[src/rtl/mem_arb_pkg.sv]
// Shared types and constants for the data-memory port arbiter.
package mem_arb_pkg;

    // Arbiter FSM states; the encoding is exported on the debug state port.
    typedef enum logic [1:0] {
        ARB_IDLE   = 2'd0,
        ARB_ACCESS = 2'd1,
        ARB_DONE   = 2'd2
    } arb_state_t;

    // Which requester owns (or last owned) the memory port.
    typedef enum logic {
        OWN_IF = 1'b0,
        OWN_DM = 1'b1
    } arb_owner_t;

    // Smallest memory latency the FSM can express (one ACCESS cycle).
    localparam int ARB_LAT_MIN = 1;

    // The requester that is not the given one.
    function automatic arb_owner_t other_owner(input arb_owner_t owner);
        return (owner == OWN_IF) ? OWN_DM : OWN_IF;
    endfunction

endpackage

[src/rtl/mem_arb_pick.sv]
// Combinational winner select between instruction fetch and load/store.
module mem_arb_pick
    import mem_arb_pkg::*;
#(
    parameter int DM_PRIORITY = 1
) (
    input  logic       if_req_i,
    input  logic       dm_req_i,
    input  arb_owner_t last_owner_i,
    output arb_owner_t owner_o,
    output logic       valid_o
);

    // A lone requester always wins; ties go to DM or alternate against the last owner.
    always_comb begin
        valid_o = if_req_i | dm_req_i;
        owner_o = OWN_IF;
        if (dm_req_i && !if_req_i) begin
            owner_o = OWN_DM;
        end else if (dm_req_i && if_req_i) begin
            owner_o = (DM_PRIORITY != 0) ? OWN_DM : other_owner(last_owner_i);
        end
    end

endmodule

[src/rtl/mem_port_arbiter.sv]
// Shares one data-memory port between instruction fetch and load/store.
// Each transaction: IDLE (sample + latch) -> ACCESS for MEM_LAT cycles -> DONE pulse.
module mem_port_arbiter
    import mem_arb_pkg::*;
#(
    parameter int ADDR_W      = 32,
    parameter int DATA_W      = 32,
    parameter int MEM_LAT     = 1,
    parameter int DM_PRIORITY = 1
) (
    input  logic              clk,
    input  logic              rst_n,
    input  logic              if_req_i,
    input  logic [ADDR_W-1:0] if_addr_i,
    input  logic              dm_req_i,
    input  logic              dm_we_i,
    input  logic [ADDR_W-1:0] dm_addr_i,
    input  logic [DATA_W-1:0] dm_wdata_i,
    output logic              if_gnt_o,
    output logic              dm_gnt_o,
    output logic              if_done_o,
    output logic              dm_done_o,
    output logic [DATA_W-1:0] rdata_o,
    output logic [ADDR_W-1:0] mem_addr_o,
    output logic [DATA_W-1:0] mem_wdata_o,
    output logic              mem_wr_o,
    input  logic [DATA_W-1:0] mem_rdata_i,
    output logic              busy_o,
    output logic [1:0]        arb_state_o
);

    localparam int              CNT_W    = (MEM_LAT > 1) ? $clog2(MEM_LAT) : 1;
    localparam logic [CNT_W-1:0] CNT_LOAD = CNT_W'(MEM_LAT - 1);

    generate
        if (MEM_LAT < ARB_LAT_MIN) begin : g_lat_check
            $error("mem_port_arbiter: MEM_LAT must be at least 1");
        end
    endgenerate

    arb_state_t        state_q;
    arb_owner_t        owner_q;
    arb_owner_t        last_q;
    logic [CNT_W-1:0]  cnt_q;
    logic [ADDR_W-1:0] addr_q;
    logic [DATA_W-1:0] wdata_q;
    logic              we_q;
    logic [DATA_W-1:0] rdata_q;
    logic              if_gnt_q;
    logic              dm_gnt_q;
    logic              if_done_q;
    logic              dm_done_q;
    logic              mem_wr_q;

    arb_owner_t        pick_owner;
    logic              pick_valid;

    mem_arb_pick #(
        .DM_PRIORITY (DM_PRIORITY)
    ) u_pick (
        .if_req_i     (if_req_i),
        .dm_req_i     (dm_req_i),
        .last_owner_i (last_q),
        .owner_o      (pick_owner),
        .valid_o      (pick_valid)
    );

    // Arbiter FSM with registered grant, done and write-strobe outputs.
    always_ff @(posedge clk or negedge rst_n) begin
        if (!rst_n) begin
            state_q   <= ARB_IDLE;
            owner_q   <= OWN_IF;
            last_q    <= OWN_IF;
            cnt_q     <= '0;
            addr_q    <= '0;
            wdata_q   <= '0;
            we_q      <= 1'b0;
            rdata_q   <= '0;
            if_gnt_q  <= 1'b0;
            dm_gnt_q  <= 1'b0;
            if_done_q <= 1'b0;
            dm_done_q <= 1'b0;
            mem_wr_q  <= 1'b0;
        end else begin
            // Pulses default low; they are raised only on the cycle that needs them.
            mem_wr_q  <= 1'b0;
            if_done_q <= 1'b0;
            dm_done_q <= 1'b0;
            case (state_q)
                ARB_IDLE: begin
                    if (pick_valid) begin
                        state_q <= ARB_ACCESS;
                        owner_q <= pick_owner;
                        cnt_q   <= CNT_LOAD;
                        if (pick_owner == OWN_DM) begin
                            addr_q   <= dm_addr_i;
                            wdata_q  <= dm_wdata_i;
                            we_q     <= dm_we_i;
                            mem_wr_q <= dm_we_i;
                            dm_gnt_q <= 1'b1;
                        end else begin
                            // Fetches never write; write data only tracks the DM side.
                            addr_q   <= if_addr_i;
                            we_q     <= 1'b0;
                            if_gnt_q <= 1'b1;
                        end
                    end
                end
                ARB_ACCESS: begin
                    if (cnt_q == '0) begin
                        if (!we_q) begin
                            rdata_q <= mem_rdata_i;
                        end
                        state_q   <= ARB_DONE;
                        if_done_q <= (owner_q == OWN_IF);
                        dm_done_q <= (owner_q == OWN_DM);
                    end else begin
                        cnt_q <= cnt_q - 1'b1;
                    end
                end
                ARB_DONE: begin
                    last_q   <= owner_q;
                    state_q  <= ARB_IDLE;
                    if_gnt_q <= 1'b0;
                    dm_gnt_q <= 1'b0;
                end
                default: begin
                    // Corrupted encoding: fall back to a quiet IDLE.
                    state_q  <= ARB_IDLE;
                    if_gnt_q <= 1'b0;
                    dm_gnt_q <= 1'b0;
                end
            endcase
        end
    end

    assign if_gnt_o    = if_gnt_q;
    assign dm_gnt_o    = dm_gnt_q;
    assign if_done_o   = if_done_q;
    assign dm_done_o   = dm_done_q;
    assign rdata_o     = rdata_q;
    assign mem_addr_o  = addr_q;
    assign mem_wdata_o = wdata_q;
    assign mem_wr_o    = mem_wr_q;
    assign busy_o      = (state_q != ARB_IDLE);
    assign arb_state_o = state_q;

endmodule

[config.mk]
export PLATFORM = sky130hd
export DESIGN_NAME = mem_port_arbiter
export DESIGN_NICKNAME = d
export VERILOG_FILES = /design/src/rtl/mem_arb_pkg.sv /design/src/rtl/mem_arb_pick.sv /design/src/rtl/mem_port_arbiter.sv
export SDC_FILE = /design/constraint.sdc
export NUM_CORES = 1
export LEC_CHECK = 0
export CORE_MARGIN = 2
export CORE_UTILIZATION = 42
export CTS_CLUSTER_DIAMETER = 40
export CTS_CLUSTER_SIZE = 28
export DETAILED_ROUTE_END_ITERATION = 8
export PLACE_DENSITY_LB_ADDON = 0.12
export SYNTH_ARGS = -nofsm -noshare
export SYNTH_HDL_FRONTEND = slang
export SYNTH_SLANG_ARGS = --single-unit
[constraint.sdc]
create_clock -name clk -period 3.8 [get_ports clk]
set_input_delay 0.76 -clock clk [delete_from_list [all_inputs] [get_ports clk]]
set_output_delay 0.76 -clock clk [all_outputs]
set_load 0.1 [all_outputs]
==> impl_results.md <==
* Top Ports at ~240
* CP startpoint: arb_state_o[1]
* EDFF count, synth at 0
* Via count at 3036
* Final setup fails at 0
* Vias/cell at 4.714
* Layout cells sized above 1 at 0.2815
* Final Hold Vio Count at 0
* Worst-Skew Late Latency at 350 ps
* Die area at 11210 sq um
* NumNets Final at 636
* Period utilization at 0.7402
* Top-area cell type share of the netlist area at 0.6026
* H-Tree Depth at 3
* Final worst setup slack at 987.2 ps
* RR Endpoint: rdata_o[28]
* Post-synth top flop: dfrtp_1
* Met3 Usage GRT at 0.06438
* Initial Util at 0.4281
* Gr usage total at 0.1980
* Row cnt at 37
* TritonRoute pass-1 iters at 3
* Dpl hpwl at about 8400 microns
* Max Fclk at 0.3555 GHz
* Ys async rst share at 1.000
* Gpl congestion at 0.7287
* CP startpoint kind: flip-flop
* Yosys cell types at 17
* Initial drt markers at between 90 and 100
* Worst slew pin tran at 1049 ps
* Post-placement setup slack at 1214 ps
* Yosys reg bits at around 110
* First-pass GRT wire length at 17390 microns
* Met2 GRT Util at 0.3401
* Final cell count without fillers at 644
* Maximum capacitance violations at 0
* CTS tree: built
* Syn Std Cell Area at 4360 sq um
* R2R Setup Slk at 1780 ps
* Top-count cell post-synth: dfrtp_1
* Global route overflow at 0
* Wire length per cell at between 15 and 20 microns
* Met1 GRT Util at 0.2371
* DP Cell Count at 628
* Top cells by count, synth: 105 x dfrtp_1, 98 x mux2_2, 20 x mux2_4
* Gr busiest metal: met2
* Worst-path clk slew at ~90 ps
* R2R depth at 4
* Antenna-violating nets left at 0
* Diode count at 0
* Yosys warning count at 0
* Area growth from synthesis to layout at 60.52%
* WP data required at 3040 ps
* Largest net degree at the start of global routing at 82
* Final slew viol count at 0
* Die X-Extent at 105.9 microns
* Crit end category: output pin
* Post-synthesis net count at 398
* Vias in the first global route at ~3300
* Synth area leader: dfrtp_1
* Status: finished, final reports clean
* CTS sink cnt at 105
* Clock Skew at 14.02 ps
* I/O Buffers at between 200 and 250
* Post-route core utilization at 0.6872
* TNS Setup at 0 ps
* Initial antenna violation count at 0
* CP endpoint: busy_o
* Crit Path Max Fanout at 5
* Largest cells by area after synthesis: dfrtp_1 60%, mux2_2 25%, mux2_4 6.9%, mux2_1 2.6%, buf_6 1.3%
* CTS Buf Count at 9
* Sequential element share of the synthesized area at 0.6026
* Clk root buf: clkbuf_8
* Core area at 10180 sq um
* Max transition margin at 0.2986
* RSZ-0062 raised after global routing: no
* Crit path time final at 2813 ps
* Clk buf depth at 2
* Worst reg2reg startpoint: arb_state_o[1]
* WL final at 10890 microns
* CP Class: reg -> out
* # hold bufs at CTS at 0
* Drt drc at 0
* CTS resizes at 0
* CP arrival at 2050 ps
* Post-CTS setup buffers at 0
* Chip height at 105.9 microns
* Mapped Cells at approximately 270
* Worst min path class: reg -> reg
* Avg Cell Area, Syn at 16.45 sq um
-- cell type report --
| type | count | area [sq um] |
|---|---|---|
| Fill cell | 797 | 3186 |
| Inverter | 4 | 15.01 |
| Clock buffer | 12 | 145.1 |
| Clock inverter | 4 | 28.78 |
| Tap cell | 136 | 170.2 |
| Multi-Input combinational cell | 142 | 1603 |
| Timing Repair Buffer | 241 | 2410 |
| Sequential cell | 105 | 2628 |
-- cell usage in the layout (no fill, tap or decap) --
cell,count
a21oi_1,1
o21ai_2,1
mux2_4,20
clkdlybuf4s50_1,235
mux2_1,10
clkinv_4,1
a21o_1,3
clkinvlp_4,2
and2_2,1
and3_1,1
mux2_2,98
buf_12,1
nor2_2,2
nor2_1,3
dfrtp_1,105
buf_4,5
clkbuf_1,2
clkinv_2,1
nand2b_1,1
inv_2,1
clkbuf_8,10
inv_1,3
and2_1,1
-- how the worst min path moves through the flow --
stage                     cells past startpoint   endpoint  startpoint  slack, ps
after floorplan                               1  if_done_o     owner_q        420
after global placement                        1  if_done_o     owner_q        430
after detailed placement                      1  if_done_o     owner_q        440
after CTS                                     1  if_done_o     owner_q        460
after global routing                          1  if_done_o     owner_q        500
final                                         1  if_done_o     owner_q        450
-- logic make-up after synthesis --
logic type / after synthesis / synth area share
AND/OR/NAND/NOR: 9 / 0.01119
buffers and inverters: 18 / 0.03013
AO/OA/AOI/OAI: 5 / 0.008320
multiplexers: 128 / 0.3478
flip-flops: 105 / 0.6026
-- worst max-delay path, stage by stage, from the launching register on --
cell             delay, ps
dfrtp_1                440
nor2_2                  80
inv_1                   60
clkdlybuf4s50_1       1140
-- flip-flops by register name (all words and copies together), names as in the netlist, 2 cells and up --
register	count
mem_wdata_o	32
arb_state_o	2
rdata_o	32
mem_addr_o	32
-- metrics by stage --
step / area, sq um / hold slack, ps
global route: 6999 / 495.8
detailed placement: 6825 / 440.2
global placement: 6825 / 432.2
finish: 6999 / 451.8
CTS: 6999 / 456.1
floorplan: 4360 / 417.9
-- layer usage --
layer  vias up  wire (microns)
met1      1490            4188
met4         0             208
met5         -               0
met3        13             935
met2       130            5561
li1       1403               -
Power is left out: the tool's default activity adds up to more than one toggle a clock period on the data nets, which glitch-free logic cannot reach.
